[config.mk]
export PLATFORM = sky130hd
export DESIGN_NAME = blend_pack_writer
export DESIGN_NICKNAME = d
export VERILOG_FILES = /design/src/rtl/blend_pack_writer.sv
export SDC_FILE = /design/constraint.sdc
export NUM_CORES = 1
export LEC_CHECK = 0
export ABC_CLOCK_PERIOD_IN_PS = 7400
export CAP_MARGIN = 20
export CORE_UTILIZATION = 25
export CTS_CLUSTER_SIZE = 8
export DETAILED_ROUTE_END_ITERATION = 7
export PLACE_DENSITY = 0.38
export SYNTH_ARGS = -nofsm -noshare
export SYNTH_HDL_FRONTEND = slang
export SYNTH_SLANG_ARGS = --single-unit
[constraint.sdc]
create_clock -name clk_25 -period 7.4 [get_ports clk_25]
set_input_delay 1.48 -clock clk_25 [delete_from_list [all_inputs] [get_ports clk_25]]
set_output_delay 1.48 -clock clk_25 [all_outputs]
set_load 0.1 [all_outputs]
[src/rtl/blend_pack_writer.sv]
// rtl/blend_pack_writer.sv - blends two RGB565 pixel streams, packs pixel pairs into 32-bit words
// and queues them as write requests to frame memory.
module blend_pack_writer #(
    parameter int H_ACTIVE   = 640,
    parameter int V_ACTIVE   = 480,
    parameter int FIFO_DEPTH = 8
) (
    input  logic        clk_25,
    input  logic        rst_n,
    input  logic        val,
    input  logic [9:0]  sync_x,
    input  logic [9:0]  sync_y,
    input  logic [4:0]  dvi_r,
    input  logic [5:0]  dvi_g,
    input  logic [4:0]  dvi_b,
    input  logic [4:0]  ccd_r,
    input  logic [5:0]  ccd_g,
    input  logic [4:0]  ccd_b,
    input  logic [1:0]  mode,
    output logic        wr_req,
    output logic [17:0] wr_addr,
    output logic [31:0] wr_data,
    input  logic        wr_ack,
    output logic        overflow,
    output logic        seq_err,
    output logic        frame_done
);

    localparam int PW = (FIFO_DEPTH > 1) ? $clog2(FIFO_DEPTH) : 1;
    localparam int CW = $clog2(FIFO_DEPTH + 1);
    localparam logic [17:0] LAST_ADDR = 18'(H_ACTIVE * V_ACTIVE / 2 - 1);

    typedef enum logic {IDLE, REQ} state_t;

    // 5-bit channels are zero-extended, so the 6-bit result truncates cleanly back to 5 bits.
    function automatic logic [5:0] blend_ch(input logic [1:0] m, input logic [5:0] a,
                                            input logic [5:0] b);
        logic [6:0] sum;
        sum = {1'b0, a} + {1'b0, b};
        case (m)
            2'b00:   return a;
            2'b01:   return b;
            2'b10:   return sum[6:1];
            default: return (a >= b) ? (a - b) : (b - a);
        endcase
    endfunction

    function automatic logic [PW-1:0] ptr_inc(input logic [PW-1:0] p);
        return (p == PW'(FIFO_DEPTH - 1)) ? '0 : p + PW'(1);
    endfunction

    logic [15:0] mix;
    logic [17:0] pix_addr;

    assign mix = {5'(blend_ch(mode, {1'b0, dvi_r}, {1'b0, ccd_r})),
                  blend_ch(mode, dvi_g, ccd_g),
                  5'(blend_ch(mode, {1'b0, dvi_b}, {1'b0, ccd_b}))};
    assign pix_addr = 18'((20'(sync_y) * 20'(H_ACTIVE) + 20'(sync_x)) >> 1);

    logic        s1_valid, s1_odd;
    logic [15:0] s1_pix;
    logic [17:0] s1_addr;

    always_ff @(posedge clk_25) begin
        if (!rst_n) begin
            s1_valid <= 1'b0;
            s1_odd   <= 1'b0;
            s1_pix   <= '0;
            s1_addr  <= '0;
        end else begin
            s1_valid <= val;
            if (val) begin
                s1_odd  <= sync_x[0];
                s1_pix  <= mix;
                s1_addr <= pix_addr;
            end
        end
    end

    logic        pend_valid;
    logic [15:0] pend_pix;
    logic [17:0] pend_addr;
    logic        push, pend_load, pend_clr, seq_hit;
    logic [49:0] push_entry;

    // An unmatched pending even pixel is always flushed as a half word rather than lost.
    always_comb begin
        push       = 1'b0;
        push_entry = '0;
        pend_load  = 1'b0;
        pend_clr   = 1'b0;
        seq_hit    = 1'b0;
        if (s1_valid) begin
            if (!s1_odd) begin
                pend_load = 1'b1;
                if (pend_valid) begin
                    push       = 1'b1;
                    push_entry = {pend_addr, 16'h0000, pend_pix};
                    seq_hit    = 1'b1;
                end
            end else if (pend_valid && (pend_addr == s1_addr)) begin
                push       = 1'b1;
                push_entry = {pend_addr, s1_pix, pend_pix};
                pend_clr   = 1'b1;
            end else begin
                seq_hit = 1'b1;
                if (pend_valid) begin
                    push       = 1'b1;
                    push_entry = {pend_addr, 16'h0000, pend_pix};
                    pend_clr   = 1'b1;
                end
            end
        end
    end

    always_ff @(posedge clk_25) begin
        if (!rst_n) begin
            pend_valid <= 1'b0;
            pend_pix   <= '0;
            pend_addr  <= '0;
        end else if (pend_load) begin
            pend_valid <= 1'b1;
            pend_pix   <= s1_pix;
            pend_addr  <= s1_addr;
        end else if (pend_clr) begin
            pend_valid <= 1'b0;
        end
    end

    logic [49:0]   mem [FIFO_DEPTH];
    logic [PW-1:0] wr_ptr, rd_ptr, rd_nxt;
    logic [CW-1:0] count;
    logic          full, empty, pop, do_push;

    assign full    = (count == CW'(FIFO_DEPTH));
    assign empty   = (count == '0);
    assign rd_nxt  = ptr_inc(rd_ptr);
    assign do_push = push && (!full || pop);

    always_ff @(posedge clk_25) begin
        if (do_push) mem[wr_ptr] <= push_entry;
    end

    always_ff @(posedge clk_25) begin
        if (!rst_n) begin
            wr_ptr <= '0;
            rd_ptr <= '0;
            count  <= '0;
        end else begin
            if (do_push) wr_ptr <= ptr_inc(wr_ptr);
            if (pop)     rd_ptr <= rd_nxt;
            case ({do_push, pop})
                2'b10:   count <= count + CW'(1);
                2'b01:   count <= count - CW'(1);
                default: count <= count;
            endcase
        end
    end

    state_t      state, state_nxt;
    logic        load;
    logic [49:0] head_sel;

    always_ff @(posedge clk_25) begin
        if (!rst_n) state <= IDLE;
        else        state <= state_nxt;
    end

    always_comb begin
        state_nxt = state;
        pop       = 1'b0;
        load      = 1'b0;
        head_sel  = mem[rd_ptr];
        case (state)
            IDLE: begin
                if (!empty) begin
                    load      = 1'b1;
                    state_nxt = REQ;
                end
            end
            REQ: begin
                if (wr_ack) begin
                    pop = 1'b1;
                    if (count > CW'(1)) begin
                        load     = 1'b1;
                        head_sel = mem[rd_nxt];
                    end else begin
                        state_nxt = IDLE;
                    end
                end
            end
            default: state_nxt = IDLE;
        endcase
    end

    always_ff @(posedge clk_25) begin
        if (!rst_n) begin
            wr_req     <= 1'b0;
            wr_addr    <= '0;
            wr_data    <= '0;
            overflow   <= 1'b0;
            seq_err    <= 1'b0;
            frame_done <= 1'b0;
        end else begin
            wr_req <= (state_nxt == REQ);
            if (load) begin
                wr_addr <= head_sel[49:32];
                wr_data <= head_sel[31:0];
            end
            overflow   <= overflow | (push && full && !pop);
            seq_err    <= seq_err | seq_hit;
            frame_done <= (state == REQ) && wr_ack && (wr_addr == LAST_ADDR);
        end
    end

endmodule

Yosys cells after proc, flatten, opt, wreduce, memory -nomap -nowiden
Memories as Yosys holds them, arrays and structs flattened. A register that Yosys moved wholly into a read port is not among the register bits.
Index checks and enable logic that the tools add are counted.
W data, S select, Z words.
Operators by class
  eq/ne operators: 9
  multipliers: 1
  $add $sub $neg: 14
  magnitude comparators: 4
  shift operators: 0
  divide/modulo/power cells: 0
  mux-type cells: 41
  bitwise operators: 3
  reductions and logical operators: 13
Operator list (number)
  $mux W50: 7
  $pmux W5 S3: 2
  $mux W1: 21
  $sub A5 B5 Y5: 4
  $add A19 B10 Y19: 1
  $eq A18 B18 Y1: 1
  $eq A18 B18 Y1 const B: 1
  $pmux W6 S3: 1
  $add A5 B5 Y6: 2
  $mul A10 B3 Y12 const B: 1
  $mux W3: 4
  $sub A6 B6 Y6: 2
  $ge A5 B5 Y1: 2
  $mux W5: 2
  $pmux W4 S2: 1
  $add A6 B6 Y7: 1
  $add A3 B1 Y3 const B: 2
  $eq A3 B3 Y1 const B: 2
  $ge A6 B6 Y1: 1
  $logic_and A1 B1 Y1: 6
  $mux W6: 1
  $add A4 B1 Y4 const B: 1
  $eq A2 B1 Y1 const B: 2
  $eq A2 B2 Y1 const B: 2
  other kinds (11): 15
Word-level totals
  RAM bits: 400
  output and inout bits: 54
  register bits after elaboration: 135
  input port bits: 58
  memory bits (read-only): 0
  logic and storage cells: 102
  memories kept: 1
  bits in latches: 0
Memory list
  mem: words 8, width 50, rd ports 2, clocked after Yosys merged registers in 1, write ports 1, line 130  | logic [49:0] mem [FIFO_DEPTH];

Depth between registers and ports, before layout
Gate-level depths: netlist (run 1).
  depth in word-level cells: 8
  mapped depth: 12
  gate-level depth less buffers: 10

Least setup slack after synthesis (run 1)
Ideal clock, no wire load.
  path type: input -> register
  start: input wr_ack
  end: memory mem[0][0] (enable)
  path buffers: 1
  required time: 6818 ps
  data arrival time: 6958 ps
  path slack: -140 ps
  library setup time: 582 ps
  cell stages on the path: 5
  path through: nand2_1 > nand4b_1 > nand3_1 > clkbuf_1 > nor4_1
Between the ends
  word-level cells in the longest chain between the ends: 6
Ends and longest elaborated chain
  from (decl): line 23  | input logic wr_ack,
  $mux W1: line 182  | if (wr_ack) begin
  $mux W1: line 174  | case (state)
  $logic_or A1 B1 Y1: line 138  | assign do_push = push && (!full || pop);
  $logic_and A1 B1 Y1: line 138
  $mux W1: line 141  | if (do_push) mem[wr_ptr] <= push_entry;
  $mux W1 (not written as such): line 141
  to (decl): line 130
Every way passes these cells.

Worst setup path in the final report (run 1)
  start: input wr_ack
  end: memory mem[7][14] (enable)
The elaborated chain is that of the path after synthesis.

==> summary.md, run 1 <==
| Metric | Value |
|---|---|
| Seq cells post-synth | approximately 540 |
| CTS sink cnt | between 500 and 600 |
| Top routing layer used | met5 |
| Largest net degree at the start of global routing | 95 |
| Clock group share of total power | a little over a third |
| Multi-input logic area | roughly 0.011 mm^2 |
| # port buffers | around 110 |
| Synth Cell Area | approximately 0.027 mm^2 |
| Comb pwr share | around 28% |
| Netlist cell types | 70 |
| Final Hold Viols | 0 |
| CP required | 7690 ps |
| Drt initial violations | around 1300 |
| Final Skew | ~23 ps |
| Cts bufs inserted | 77 |
| RSZ-0062 raised after global routing | false |
| Delay-heaviest family, CP | simple AND/OR/NAND/NOR gates |
| Internal | between 6000 and 7000 uW |
| Static leakage power | 0.0114 uW |
| DRT antenna net count | 0 |
| Vias in the first global route | 18400 |
| Routed WL | between 80 and 90 mm |
| EDFF count, synth | 400 |
| CTS H-tree lvls | 3 |
| Startpoint types | input pin |
| Switching pwr | roughly 3400 uW |
| Worst slew pin tran | between 1000 and 1500 ps |
| CTS clk-pin slew, worst paths | 50 ps |
| Placed inst area | slightly below 0.03 mm^2 |
| Postcts setup bufs | 0 |
| Max VDD drop | 0.180 mV |
| DIE WIDTH | around 330 um |
| Crit path max-delay cell type | nor2_4 |
| Met2 wire len | approximately 41 mm |
| Top FF cell, synth | edfxtp_1 |
| CP bufs+invs | 2 |
| Status | finished clean |
| Fraction of registers with async set/reset | 0% |
| # hold bufs at CTS | 0 |
| Final RePlAce weighted congestion | around 0.76 |
| Fmax | about 0.25 GHz |
| Seq pwr share | a little under two fifths |
| Sequential cell area | roughly 0.015 mm^2 |
| CTS tree | built |
| Site Rows | 120 |
| Fillers | ~11000 |
| # IOs | 112 |
| Critical Path Sink Type | flop |
| Maxcap violations | 0 |
| Area growth syn-to-layout | 18.1% |
| Sequential fraction of the synthesis area | a little over half |
| Avg Cell Area, Syn | approximately 13 um^2 |
| Root buffer cell | clkbuf_16 |
| Post-layout nets | between 2000 and 2500 |
| Post-route DRC | 0 |
| Final setup fails | 0 |
| HPWL Detailed | 52.4 mm |
| Arrival time at the worst endpoint | 4280 ps |
| Ys Warns | 0 |
| Initial antenna violation count | 10 |
| Critical Path Fanout Max | 24 |
| Final Max Slew Viols | 0 |
| Cells after Synth | ~2000 |
| Met3 Wirelength | between 3 and 4 mm |
| First-pass GRT wire length | 126 mm |
| CP cell instances | clkdlybuf4s50_1 > nand2_1 > nand4b_1 > nand4_1 > nor2_4 > buf_4 |
| # resized after CTS | 0 |
| GRT Overall Usage | ~16% |
| Hold Crit Class | flop to flop |
| Met1 WL | about 39 mm |
| Clock Tree Buf Depth | 3 |
| Die H | approximately 330 um |
| Drt pass-1 iters | 5 |
| Vias per cell | a little under 5 |
| Wire per inst | ~24 um |
| Cell area after layout | between 0.03 and 0.04 mm^2 |
| Clk_lat worst skew | ~620 ps |
| Net Sw Frac | between 30 and 40% |
| Rel. slew slack | about a quarter |
| Final Critical Period | around 4000 ps |
| Slowest stage delay, CP | 960 ps |
| Initial core utilization | approximately a quarter |
| CP Class | input pin to flop |
| Net count after synthesis | 2186 |
| Gr ovfl total | 0 |
| Die area | between 0.1 and 0.15 mm^2 |
| Total negative setup slack | 0 ps |
| Antenna diodes | 0 |
| Share of post-route cells with drive strength above 1 | 16.2% |
| Power density cells | 299 mW/mm^2 |
| Core area | around 0.11 mm^2 |
| DR vias | roughly 18000 |
| Tcrit/Tclk final | between 50% and 60% |
-- final cells by class --
class                   count  share of cell area (%)
clock inverters             4                   0.157
flip-flops and latches    538                    46.3
well taps                1403                    5.50
repair buffers            152                    4.53
multi-input cells        1315                    36.0
clock buffers             136                    6.90
inverters                  52                   0.619
-- cell families after synthesis --
family / Yosys count / share of synthesized area (%)
buf+inv: 192 / 3.19
compound gates: 339 / 8.29
flops: 538 / 54.7
simple gates: 548 / 9.03
mux: 294 / 19.0
fa+ha+maj: 83 / 4.15
xor+xnor: 51 / 1.65
-- registers in the layout, indices dropped and copies added, names as in the netlist, 3 cells and up, named ones only --
name       count
wr_data       32
s1_addr       18
wr_ptr         3
count          4
pend_pix      16
wr_addr       18
mem          400
pend_addr     18
s1_pix        16
rd_ptr         3
-- per-layer routing --
layer | global-route usage, % | vias to the layer above
met5 | 0 | -
met4 | 4.94 | 2
met3 | 2.51 | 105
met2 | 25.8 | 410
met1 | 21.3 | 9006
li1 | - | 7980
-- worst reg2reg max path, cell delays in order, from the launching register on --
cell	delay, ps
dfxtp_1	380
ha_4	190
ha_2	190
nor2_4	70
buf_4	450
buf_12	620
mux4_1	710
mux2_2	320
a221oi_2	250
nor2_1	60
-- cells in the final DEF, fill, tap and decap left out, types with 50 or more instances in the layout --
cell type        Yosys  routed
nand2_1            265     265
dfxtp_1            138     134
and3_1              50      50
clkdlybuf4s50_1      0     110
inv_1               51      51
mux2i_1            101     101
nor2_1             120     115
clkbuf_16            0      79
a21oi_1            130     130
ha_1                72      70
o21ai_0             73      73
edfxtp_1           400     400
clkbuf_1            84      56
mux4_2             156     156
-- path summary, 6_finish.rpt --
kind | to | cells past startpoint | slack (ps) | startpoint
setup reg to reg | wr_data[7] | 9 | 4020 | rd_ptr[0]
hold reg to reg | pend_pix[13] | 2 | 450 | pend_pix[13]
setup / recovery | mem[7][14] | 6 | 3410 | wr_ack
hold / removal | pend_pix[13] | 2 | 450 | pend_pix[13]
-- synth_stat cells (33+ instances only) --
cell type	n	area [um^2]
and3_1	50	313
buf_2	33	165
nor2_1	120	450
inv_1	51	191
dfxtp_1	138	2760
ha_1	72	901
o21ai_0	73	365
clkbuf_1	84	315
nand2_1	265	995
nand3_1	40	200
a21oi_1	130	651
mux2i_1	101	1010
mux4_2	156	3510
edfxtp_1	400	12000
-- through the flow --
step	hold slack [ps]	instances	power, uW	utilization [%]	setup WS [ps]
after floorplan	432	2045	5480	-	1190
after global placement	442	3459	6340	27.7	2670
after detailed placement	445	3460	6350	27.7	2710
after CTS	451	3600	9720	29.8	3370
after global routing	474	3600	9970	29.8	3160
final	451	3600	9550	29.8	3410
-- power by group through the flow --
| stage | sequential (uW) | clock, uW | combinational (uW) |
|---|---|---|---|
| 3_5_place_dp | 3680 | 0 | 2660 |
| 5_1_grt | 3640 | 3530 | 2800 |
| 4_1_cts | 3620 | 3420 | 2670 |
| 3_3_place_gp | 3680 | 0 | 2660 |
| 6_report | 3610 | 3310 | 2630 |
| 2_1_floorplan | 4330 | 0 | 1150 |
(Power assumes the default switching activity.)
==> run 2: changes to the inputs <==
- ABC_CLOCK_PERIOD_IN_PS: 7400 -> 3500
- clock period: 7.4 -> 3.5 ns (I/O delays scaled with it)
==> run 2 against run 1 <==
Clock skew rose by 7.0 ps; clock-buffer cell count rose by 4; register-to-register slack got worse by 3200 ps; combinational power rose by 120%; first-iteration DRC count fell by 24%; utilization rose by 0.57 points; die area did not move; clock power rose by 120%; total power rose by 110%; sequential cell count did not move.
==> summary.md, run 2 (synthesis results as in run 1) <==
| Metric | Value |
|---|---|
| Fillers | 10700 (-0.20%) |
| Worst slew pin tran | 860 ps (-247 ps) |
| Final Max Slew Viols | 0 (unchanged) |
| DIE WIDTH | 331 um (unchanged) |
| Power density cells | 629 mW/mm^2 (+110%) |
| Slowest stage delay, CP | 540 ps (-420 ps) |
| Post-route DRC | 0 (unchanged) |
| Placed inst area | 0.0302 mm^2 (+1.9%) |
| Maxcap violations | 0 (unchanged) |
| RSZ-0062 raised after global routing | false |
| # hold bufs at CTS | 0 (unchanged) |
| CTS sink cnt | 538 (unchanged) |
| CTS tree | built |
| Startpoint types | input pin |
| Hold Crit Class | flop to flop |
| Wire per inst | 23.2 um (-2.6%) |
| CP cell instances | clkdlybuf4s50_1 > ha_1 > ha_1 > fa_1 > a211o_1 > a32o_1 > nor4_1 > nand4_1 > xnor2_1 > xor2_1 > a21oi_1 |
| Initial core utilization | 25.2% (unchanged) |
| Share of post-route cells with drive strength above 1 | 20.6% (+4.4 points) |
| Largest Register | mem |
| Reg-to-Reg Start | rd_ptr[0] |
| Most frequent cells in the layout | edfxtp_1, nand2_1, mux4_2 |
| Internal | 13200 uW (+110%) |
| First-pass GRT wire length | 125 mm (-1.1%) |
| Clock Tree Buf Depth | 3 (unchanged) |
| Status | finished clean |
| Static leakage power | 0.0119 uW (+3.9%) |
| Die H | 331 um (unchanged) |
| Crit path max-delay cell type | clkdlybuf4s50_1 |
| Multi-input logic area | 0.0115 mm^2 (+0.17%) |
| Comb pwr share | 27.9% (+0.4 points) |
| Postcts setup bufs | 0 (unchanged) |
| Final Skew | 29.6 ps (+7.00 ps) |
| Most common cell after layout, fill and taps aside | edfxtp_1 |
| Arrival time at the worst endpoint | 3670 ps (-610 ps) |
| DRT antenna net count | 0 (unchanged) |
| Reg2Reg Depth | 8 (-1) |
| Worst hold endpoint | pend_pix[3] |
| Rel. slew slack | 42.7% (+16 points) |
| Drt initial violations | 1006 (-24%) |
| Post-route insts no fill | 3657 (+1.6%) |
| Site Rows | 120 (unchanged) |
| Clk_lat worst skew | 630 ps (about the same) |
| Layout Utilization | 30.4% (+0.57 points) |
| Final Hold Viols | 0 (unchanged) |
| Critical Path Source | sync_y[3] |
| CP Class | input pin to flop |
| Top cell by count, worst path | ha_1 |
| DR vias | 17700 (+1.0%) |
| Largest register FFs | 400 (unchanged) |
| Initial antenna violation count | 2 (-8) |
| Core area | 0.107 mm^2 (unchanged) |
| Critical Path Fanout Max | 3 (-88%) |
| Post-layout nets | 2331 (+2.4%) |
| GRT Overall Usage | 15.6% (-0.22 points) |
| Die area | 0.109 mm^2 (unchanged) |
| Fmax | approximately 0.31 GHz |
| Sequential cell area | 0.0148 mm^2 (about the same) |
| CP required | 3990 ps (-3700 ps) |
| Cell area after layout | 0.0325 mm^2 (+1.9%) |
| Largest net degree at the start of global routing | 74 (-22%) |
| HPWL Detailed | 51.7 mm (-1.5%) |
| Vias per cell | 4.83 (-0.57%) |
| Net Sw Frac | 35.5% (-0.083 points) |
| Seq pwr share | 37.1% (-0.7 points) |
| Routed WL | 84.9 mm (-1.0%) |
| Critical Path Sink Type | flop |
| Drt pass-1 iters | 5 (unchanged) |
| Worst Hold Depth | 2 (unchanged) |
| Reg2Reg Setup Slack | 790 ps (-3230 ps) |
| Antenna diodes | 0 (unchanged) |
| Cts bufs inserted | 77 (unchanged) |
| Root buffer cell | clkbuf_16 |
| Clock group share of total power | 34.9% (+0.2 points) |
| Gr ovfl total | 0 (unchanged) |
| # port buffers | 111 (unchanged) |
| Final setup fails | 0 (unchanged) |
| Area growth syn-to-layout | 20.4% |
| Worst reg2reg path endpoint | wr_addr[12] |
| Post-Place Cells | 3514 (+1.6%) |
| Largest registers | mem (400), wr_data (32) |
| CTS H-tree lvls | 3 (unchanged) |
| Tcrit/Tclk final | between 90% and 100% |
| Final RePlAce weighted congestion | 0.746 (-1.6%) |
| Switching pwr | 7270 uW (+110%) |
| CTS clk-pin slew, worst paths | 50 ps (about the same) |
| Final Critical Period | between 3000 and 4000 ps |
| # IOs | 112 (unchanged) |
| Start point of the worst hold path | pend_pix[3] |
| Max VDD drop | 0.387 mV (+120%) |
| Vias in the first global route | 18400 (+0.022%) |
| # resized after CTS | 0 (unchanged) |
[run 2: cell count changes in the layout (fill, tap and decap cells not counted), moves of 2 or more]
| cell | before | now |
|---|---|---|
| nor3_2 | 4 | 0 |
| clkinv_8 | 2 | 0 |
| nor3_4 | 0 | 4 |
| buf_12 | 1 | 24 |
| clkbuf_16 | 79 | 81 |
| clkbuf_1 | 56 | 58 |
| clkdlybuf4s50_1 | 110 | 56 |
| buf_4 | 39 | 125 |
[run 2: worst max-delay path: cells and delay by family]
kind | cells | cell delay [ps]
buf+inv | 1 | 540
compound gates | 3 | 610
fa+ha+maj | 3 | 960
simple gates | 2 | 480
xor+xnor | 2 | 380
[run 2: how the worst max path moves through the flow]
stage | endpoint | slack [ps] | cells after the start
global route | s1_addr[17] | 90 | 11
floorplan | mem[0][0] | 20 | 5
global placement | s1_addr[17] | -320 | 11
finish | s1_addr[17] | 310 | 11
CTS | s1_addr[17] | 320 | 11
detailed placement | s1_addr[17] | -310 | 11
[run 2: final cells by class]
cell class | count | share of cell area (%)
clock inverter | 3 | 0.115
clock buffer | 140 | 6.94
multi-input combinational | 1315 | 35.4
sequential | 538 | 45.5
inverter | 52 | 0.608
tap | 1403 | 5.40
timing repair buffer | 206 | 6.10
[run 2: stage by stage]
step	power [uW]	setup slack, ps	setup TNS (ps)	hold WS, ps
after floorplan	11600	23.0	0	432
after global placement	13500	-325	-870	443
after detailed placement	13500	-315	-863	444
after CTS	20800	319	0	451
after global routing	21300	92.0	0	469
final	20400	314	0	452
[run 2: power groups by stage]
| stage | clock network, uW | registers (uW) | logic [uW] |
|---|---|---|---|
| floorplan | 0 | 9150 | 2430 |
| global placement | 0 | 7740 | 5790 |
| detailed placement | 0 | 7740 | 5790 |
| CTS | 7360 | 7620 | 5810 |
| global route | 7600 | 7630 | 6090 |
| finish | 7140 | 7590 | 5710 |
[run 2: per-layer routing]
| layer | GRT usage [%] | share of wire [%] | vias up |
|---|---|---|---|
| met5 | 0 | 0 | - |
| met4 | 4.11 | 1.9 | 0 |
| li1 | - | - | 8099 |
| met3 | 2.20 | 4.1 | 84 |
| met2 | 26.0 | 48 | 380 |
| met1 | 21.0 | 46 | 9116 |
